[config.mk]
export PLATFORM = sky130hd
export DESIGN_NAME = bcast_tracker_dispatch
export DESIGN_NICKNAME = d
export VERILOG_FILES = /design/src/rtl/bcast_tracker_dispatch.sv
export SDC_FILE = /design/constraint.sdc
export NUM_CORES = 1
export LEC_CHECK = 0
export CORE_UTILIZATION = 50
export DETAILED_ROUTE_END_ITERATION = 8
export DONT_BUFFER_PORTS = 1
export SKIP_CTS_REPAIR_TIMING = 1
export SLEW_MARGIN = 25
export SYNTH_ARGS = -nofsm -noshare
export SYNTH_HDL_FRONTEND = slang
export SYNTH_SLANG_ARGS = --single-unit
export TNS_END_PERCENT = 5
[constraint.sdc]
create_clock -name clock -period 2.65 [get_ports clock]
set_clock_uncertainty 0.2 [all_clocks]
set_input_delay 0.265 -clock clock [delete_from_list [all_inputs] [get_ports clock]]
set_output_delay 0.265 -clock clock [all_outputs]
set_load 0.01 [all_outputs]
[src/rtl/bcast_tracker_dispatch.sv]
// Broadcast-hub A-channel dispatcher: routes each message to one tracker,
// blocks same-line hazards, locks the target for multi-beat bursts.
// Ports: clock, reset (async, active-low); in_a_* client beat handshake
// plus opcode/size/address; trk_a_valid/trk_a_ready per-tracker routing;
// trk_a_first first-beat flag; trk_idle/trk_line tracker status; sel_oh
// current target. Optional (BCAST_DISPATCH_STALL_CNT_EN): stall_cnt[15:0].
module bcast_tracker_dispatch #(
  parameter int N_TRK     = 4,
  parameter int ADDR_W    = 33,
  parameter int LINE_OFF  = 6,
  parameter int BEAT_LOG2 = 3
) (
  input  logic                              clock,
  input  logic                              reset,
  input  logic                              in_a_valid,
  output logic                              in_a_ready,
  input  logic [2:0]                        in_a_opcode,
  input  logic [2:0]                        in_a_size,
  input  logic [ADDR_W-1:0]                 in_a_address,
  output logic [N_TRK-1:0]                  trk_a_valid,
  input  logic [N_TRK-1:0]                  trk_a_ready,
  output logic                              trk_a_first,
  input  logic [N_TRK-1:0]                  trk_idle,
  input  logic [N_TRK*(ADDR_W-LINE_OFF)-1:0] trk_line,
  output logic [N_TRK-1:0]                  sel_oh
`ifdef BCAST_DISPATCH_STALL_CNT_EN
  ,
  output logic [15:0]                       stall_cnt
`endif
);

  localparam int TAG_W = ADDR_W - LINE_OFF;

  typedef enum logic {HEAD = 1'b0, BODY = 1'b1} state_t;

  state_t           state_q, state_d;
  logic [N_TRK-1:0] lock_q, lock_d;
  logic [4:0]       beats_q, beats_d;
  logic [N_TRK-1:0] hit, idle_sel, sel;
  logic [TAG_W-1:0] tag;
  logic [4:0]       beats;
  logic             rdy, acc, first;

  assign tag = in_a_address[ADDR_W-1:LINE_OFF];

  always_comb begin
    hit = '0;
    for (int i = 0; i < N_TRK; i++)
      hit[i] = ~trk_idle[i] &
               (trk_line[i*TAG_W +: TAG_W] == tag);
  end

  always_comb begin
    idle_sel = '0;
    for (int i = N_TRK - 1; i >= 0; i--)
      if (trk_idle[i]) idle_sel = '0 | (N_TRK'(1) << i);
  end

  // Opcodes 0..3 carry data; larger-than-beat payloads span 2^(size-log2beat).
  always_comb begin
    beats = 5'd1;
    if (!in_a_opcode[2] && in_a_size > 3'(BEAT_LOG2))
      beats = 5'd1 << (in_a_size - 3'(BEAT_LOG2));
  end

  always_comb begin
    state_d = state_q;
    lock_d  = lock_q;
    beats_d = beats_q;
    sel     = '0;
    first   = 1'b0;
    unique case (state_q)
      HEAD: begin
        first = 1'b1;
        if (hit == '0) sel = idle_sel;
      end
      BODY: sel = lock_q;
    endcase
    if (!reset) sel = '0;
    rdy = |(sel & trk_a_ready);
    acc = in_a_valid & rdy;
    unique case (state_q)
      HEAD: begin
        if (acc && beats > 5'd1) begin
          lock_d  = sel;
          beats_d = beats - 5'd1;
          state_d = BODY;
        end
      end
      BODY: begin
        if (acc) begin
          beats_d = beats_q - 5'd1;
          if (beats_q == 5'd1) state_d = HEAD;
        end
      end
    endcase
  end

  always_ff @(posedge clock or negedge reset) begin
    if (!reset) begin
      state_q <= HEAD;
      lock_q  <= '0;
      beats_q <= '0;
    end else begin
      state_q <= state_d;
      lock_q  <= lock_d;
      beats_q <= beats_d;
    end
  end

  assign sel_oh      = sel;
  assign in_a_ready  = rdy;
  assign trk_a_first = first;
  assign trk_a_valid = sel & {N_TRK{in_a_valid}};

`ifdef BCAST_DISPATCH_STALL_CNT_EN
  logic [15:0] stall_q;
  logic [7:0]  quiet_q;
  logic        stall_inc;

  assign stall_inc = (state_q == HEAD) & in_a_valid & (|hit);

  // A long idle client (256 quiet cycles) starts a fresh stall window.
  always_ff @(posedge clock or negedge reset) begin
    if (!reset) begin
      stall_q <= '0;
      quiet_q <= '0;
    end else if (!in_a_valid) begin
      if (quiet_q == 8'hFF) begin
        quiet_q <= '0;
        stall_q <= '0;
      end else begin
        quiet_q <= quiet_q + 8'd1;
      end
    end else begin
      quiet_q <= '0;
      if (stall_inc && stall_q != 16'hFFFF)
        stall_q <= stall_q + 16'd1;
    end
  end

  assign stall_cnt = stall_q;
`endif

  logic unused;
  assign unused = ^{in_a_address[LINE_OFF-1:0], in_a_opcode[1:0]};

`ifndef SYNTHESIS
  always @(posedge clock) begin
    if (reset) begin
      assert ($onehot0(sel_oh));
      if (state_q == BODY)
        assert (in_a_ready == |(lock_q & trk_a_ready));
      if (state_q == HEAD && in_a_valid)
        assert ($onehot0(hit));
    end
  end
`endif

endmodule
; ---- Yosys cells after proc, flatten, opt, wreduce, memory -nomap -nowiden
; Cells that the tools add are included.
[op_classes]
n_eq_ne = 7
muxes = 16
magnitude_cmp = 2
bitwise_logic = 12
reduce_logical = 7
shifts = 1
add_sub_neg = 3
[op_table]
columns = operator, count
row1 = == test 27 bit, 4
row2 = two-way mux 4 bit, 6
row3 = two-way mux 5 bit, 3
row4 = one-hot mux 5 bit (2 select lines), 1
row5 = subtractor 5 x 1 -> 5 bit (second input constant), 2
row6 = AND 4 bit, 2
row7 = one-hot mux 4 bit (2 select lines), 1
row8 = AND 1 bit, 5
row9 = == test 5 x 1 -> 1 bit (second input constant), 1
row10 = greater-than comparator 5 x 1 -> 1 bit (second input constant), 1
row11 = inverter 1 bit, 5
row12 = left shift 1 x 3 -> 5 bit (first input constant), 1
row13 = logical NOT 4 bit, 1
row14 = two-way mux 1 bit, 4
row15 = AND reduction 2 bit, 2
row16 = OR reduction 4 bit, 1
row17 = greater-than comparator 3 x 2 -> 1 bit (second input constant), 1
row18 = subtractor 3 x 2 -> 3 bit (second input constant), 1
row19 = logical AND 1 bit, 2
row20 = != test 2 x 1 -> 1 bit (second input constant), 1
row21 = != test 2 bit (second input constant), 1
row22 = one-hot mux 1 bit (2 select lines), 1
row23 = logical NOT 1 bit, 1
[word_totals]
regBits = 10
wordCells = 51

; ---- Longest topological paths before layout
; Gate-level depths: netlist of the first run.
[logic_depth]
word_depth = 13
mapped_depth = 14

; ---- Least setup slack after synthesis of the first run
; Ideal clock, no wire load.
[synth_path]
kind = input to register
from = input in_a_size[0]
to = register lock_q[1]
required_ps = 2325
t_arrival_ps = 2471
stages = 12
setup_ps = 125
n_path_buf = 0
slack_ps = -146
path_cell_list = nand2_1 inv_1 ha_1 or2_2 nor2_1 o21ai_0 ha_1 o41a_1 a31oi_2 and2_4 nand2_4 mux2_4
[synth_between]
elab_chain_len = 6
[synth_rtl]
columns = element, line_no
row1 = from (decl), 18  ; input logic [2:0] in_a_size,
row2 = subtractor 3 x 2 -> 3 bit or greater-than comparator 3 x 2 -> 1 bit (tied branches), "63, 62"
row3 = left shift 1 x 3 -> 5 bit or logical AND 1 bit (tied branches), "63, 62"
row4 = two-way mux 5 bit (*), 62  ; if (!in_a_opcode[2] && in_a_size > 3'(BEAT_LOG2))
row5 = greater-than comparator 5 x 1 -> 1 bit (*), 84  ; if (acc && beats > 5'd1) begin
row6 = logical AND 1 bit (*), 84
row7 = AND reduction 2 bit (no line) (*), --
row8 = to (signal assigned), 106  ; lock_q <= lock_d;
row9 = to (decl), 37  ; logic [N_TRK-1:0] lock_q, lock_d;
; Mark *: on every way between the ends. The rest lies on a longest branch, timed or not.
; A chain may end at the register's enable or synchronous reset.

; ---- Final worst setup path of the first run
[layout_path]
from = input in_a_address[13]
to = output trk_a_valid[0]
[layout_between]
elab_chain_len = 7
[layout_rtl]
columns = element, line_no
row1 = from (decl), 19  ; input logic [ADDR_W-1:0] in_a_address,
row2 = == test 27 bit, 50  ; (trk_line[i*TAG_W +: TAG_W] == tag);
row3 = AND 1 bit, 49  ; hit[i] = ~trk_idle[i] &
row4 = logical NOT 4 bit (*), 75  ; if (hit == '0) sel = idle_sel;
row5 = two-way mux 4 bit (*), 75
row6 = one-hot mux 4 bit (2 select lines) (*), 72  ; unique case (state_q)
row7 = two-way mux 4 bit (*), 79  ; if (!reset) sel = '0;
row8 = via sel_oh[0], 25  ; output logic [N_TRK-1:0] sel_oh
row9 = AND 4 bit (*), 114  ; assign trk_a_valid = sel & {N_TRK{in_a_valid}};
row10 = to (decl), 20  ; output logic [N_TRK-1:0] trk_a_valid,
; Mark *: on every way through the listed nets, which the timed path passes. The rest lies on a longest branch.

==> flow_summary.json, run 1 <==
{
  "avgSynthCellArea_um2": 8.29,
  "antenna_found_initial": 0,
  "timing.final.setup_violations": 0,
  "cts_buffers": 3,
  "final_nets": 435,
  "synth_top_area_cell": "sky130_fd_sc_hd__xor2_1",
  "worst_path_largest_cell_delay_ps": 390,
  "route.final.wire_length_um": 6480,
  "path_clk_slew_ps": 50,
  "ff_latch_area_um2": 250,
  "min_period_over_period_pct": 88.7,
  "min_delay_worst_endpoint": "lock_q[2]",
  "comb_power_share_pct": 52.8,
  "first_pass_iters": 4,
  "worstHoldPathType": "in2reg",
  "synth-edff-count": 0,
  "power_density_nw_per_um2": 428,
  "period_minus_ws_final_ps": 2350,
  "netlist_area_um2": 2140,
  "timing.critical_path.slowest_stage_cell": "sky130_fd_sc_hd__nor4_1",
  "routed_via_density": 6.12,
  "hold_violations": 0,
  "postSynthRegisterBits": 10,
  "finalMaxSlewViolations": 0,
  "tns_ps": 0,
  "via_count_of_the_first_global_routing_pass": 1876,
  "dp.final_hpwl_um": 5630,
  "via_count": 1966,
  "dr_drc_count": 0,
  "worst-r2r-setup-slack_ps": 480,
  "power.share.clock_pct": 19.6,
  "timing.critical_path.cells": "xor2_1 -> nor4_1 -> nand4_1 -> o22ai_2 -> nor2_1 -> a41o_1 -> and2_1",
  "routabilityCongestion": 0.819,
  "multi_input_area_um2": 1850,
  "synthFlopType": "sky130_fd_sc_hd__dfrtp_1",
  "worst_r2r_path_depth": 8,
  "h-tree-depth": 1,
  "hold_start": "trk_idle[0]",
  "netSwitchingPower_w": 0.000400,
  "syn_to_final_growth_pct": 9.71,
  "synthCells": 258,
  "intPower_w": 0.000604,
  "top_cell_types_by_occurrence_after_synthesis": "sky130_fd_sc_hd__xor2_1 (108), sky130_fd_sc_hd__nor4_1 (29), sky130_fd_sc_hd__nand3_1 (13)",
  "cts_tree": "yes",
  "share_of_total_power_in_sequential_cells_pct": 27.6,
  "largest_net_degree_at_the_start_of_global_routing": 21,
  "cts_root_cell": "sky130_fd_sc_hd__clkbuf_8",
  "slew_headroom_pct": 69.1,
  "placement_rows": 23,
  "die_width_um": 67.4,
  "fraction_of_layout_instances_using_a_drive_strength_above_1_pct": 10.3,
  "synth_cell_type_count": 50,
  "synth_largest_type_area_fraction_pct": 44.2,
  "max-clock-path-buffers": 2,
  "worst_ep_required_time_ps": 2180,
  "critical_path.top_delay_family": "simple AND/OR/NAND/NOR gates",
  "max_clock_freq_mhz": 425,
  "worst-path-buf-inv": 0,
  "detailedRoute.firstIterationViolations": 124,
  "cap_violations": 0,
  "post_route_antenna_net_violation_count": 0,
  "setup.worst_path.start_class": "primary input",
  "die_h_um": 67.4,
  "max_fo_critical_path": 4,
  "switching_share_pct": 39.8,
  "core_area_um2": 4060,
  "drt-wirelength-per-cell_um": 20.2,
  "die-area_um2": 4540,
  "holdPathStages": 3,
  "netlist_top_cells_area": "sky130_fd_sc_hd__xor2_1 (44%), sky130_fd_sc_hd__dfrtp_1 (12%), sky130_fd_sc_hd__nor4_1 (8.5%)",
  "cp-end-kind": "primary output",
  "power.static_leakage_nw": 0.986,
  "tritoncts_num_sinks": 10,
  "critPathKind": "in2out",
  "number_of_port_buffers": 0,
  "ioPinCount": 168,
  "yosys_warnings": 0,
  "critPathArrivalTime_ps": 1890,
  "hold_ws_ps": 51.9,
  "layout.filler_cells": 400,
  "clkLatencyLatePin_ps": 240,
  "grt_first_pass_wirelength_um": 8880,
  "synth-async-reset-ratio_pct": 100,
  "initial_core_util_pct": 52.7,
  "grt_overflow_total": 0,
  "syn-num-nets": 421,
  "grt_usage_pct": 27.1,
  "peakVddDrop_mv": 0.186,
  "run_status": "completed",
  "synthMostInstantiatedCell": "sky130_fd_sc_hd__xor2_1",
  "grt_setup_unrepaired": "no",
  "startpoint_of_the_worst_slack_reg_to_reg_timing_path": "state_q",
  "max_slew.worst_pin.slew_ps": 463,
  "yosysSeqAreaShare_pct": 11.7,
  "worstReg2RegEnd": "beats_q[2]",
  "antenna_cells": 0
}
## area by class of cell
class,instances,area share (%)
Multi-Input combinational cell,235,78.7
Sequential cell,10,10.7
Timing Repair Buffer,12,4.05
Tap cell,50,2.67
Clock buffer,4,2.35
Inverter,10,1.60
## worst max-delay path by stage
stage | startpoint | to | slack (ps) | cells after the start
final | in_a_address[13] | trk_a_valid[0] | 300 | 7
after global routing | in_a_size[0] | beats_q[2] | 70 | 13
after CTS | in_a_size[0] | beats_q[2] | 280 | 13
after detailed placement | in_a_size[0] | beats_q[2] | 30 | 13
after global placement | in_a_size[0] | beats_q[2] | 70 | 13
after floorplan | in_a_size[0] | lock_q[1] | 3 | 12
## kinds of logic (layout without fill, tap and decap cells)
group / after synthesis / after routing / synth area share, %
XOR/XNOR: 109 / 109 / 44.6
AND/OR/NAND/NOR: 83 / 83 / 23.1
AO/OA/AOI/OAI: 33 / 33 / 12.2
buffers and inverters: 13 / 26 / 2.34
flip-flops: 10 / 10 / 11.7
adder cells (fa/ha/maj): 5 / 5 / 2.92
multiplexers: 5 / 5 / 3.10
## state kept, by name, summed over array words and instances, names as in the netlist
| name | flops |
|---|---|
| lock_q | 4 |
| beats_q | 5 |
| state_q | 1 |
## stage by stage
| step | std cells | setup WS, ps | utilization, % | total power, W | instance area (um^2) |
|---|---|---|---|---|---|
| final | 321 | 299 | 57.8 | 0.00100 | 2350 |
| after global routing | 321 | 70.1 | 57.8 | 0.00108 | 2350 |
| after CTS | 319 | 282 | 57.4 | 0.000997 | 2330 |
| after detailed placement | 315 | 27.6 | 56.0 | 0.000800 | 2270 |
| after global placement | 315 | 66.4 | 56.0 | 0.000794 | 2270 |
| after floorplan | 258 | 2.60 | - | 0.000674 | 2150 |
## worst reg2reg max path: cells and delay by family, from the launching register on
family	cells	cell delay, ps
and+or+nand+nor	3	600
DFF	1	450
buffers and inverters	3	410
muxes	1	330
AOI/OAI and AO/OA	1	60
## power groups by stage
stage	combinational (W)	sequential [W]	clock, W
2_1_floorplan	0.000418	0.000256	0
3_3_place_gp	0.000515	0.000279	0
3_5_place_dp	0.000526	0.000274	0
4_1_cts	0.000525	0.000274	0.000198
5_1_grt	0.000594	0.000284	0.000206
6_report	0.000530	0.000278	0.000196
## metal layers
layer | up-vias | wire (um) | global-route usage [%] | share of wire, %
met3 | 9 | 480 | 4.05 | 7.4
met4 | 0 | 133 | 11.4 | 2.1
li1 | 958 | - | - | -
met1 | 901 | 2480 | 31.2 | 38
met2 | 98 | 3380 | 49.0 | 52
met5 | - | 0 | 0 | 0
## layout by cell type, fill, tap and decap left out, drive strengths merged, types with 5 or more instances in the layout
cell type / count
xor2: 108
nor4: 30
nand3: 13
dfrtp: 10
buf: 10
nand2: 10
inv: 9
o21ai: 7
nor2: 7
ha: 5
Power figures use the tool's default switching activity.
==> run 2: changes to the inputs <==
--- a/config.mk
+++ b/config.mk
@@ -9,6 +9,7 @@
 export DETAILED_ROUTE_END_ITERATION = 8
 export DONT_BUFFER_PORTS = 1
 export SKIP_CTS_REPAIR_TIMING = 1
+export SKIP_LAST_GASP = 1
 export SLEW_MARGIN = 25
 export SYNTH_ARGS = -nofsm -noshare
 export SYNTH_HDL_FRONTEND = slang
==> results of run 2 <==
No change in the layout: final DEF, timing and power equal those of run 1.
==> run 3: changes to the inputs <==
--- a/config.mk
+++ b/config.mk
@@ -8,6 +8,7 @@
 export CORE_UTILIZATION = 50
 export DETAILED_ROUTE_END_ITERATION = 8
 export DONT_BUFFER_PORTS = 1
+export RECOVER_POWER = 25
 export SKIP_CTS_REPAIR_TIMING = 1
 export SKIP_LAST_GASP = 1
 export SLEW_MARGIN = 25
==> results of run 3 <==
No change in the layout: final DEF, timing and power equal those of run 1.
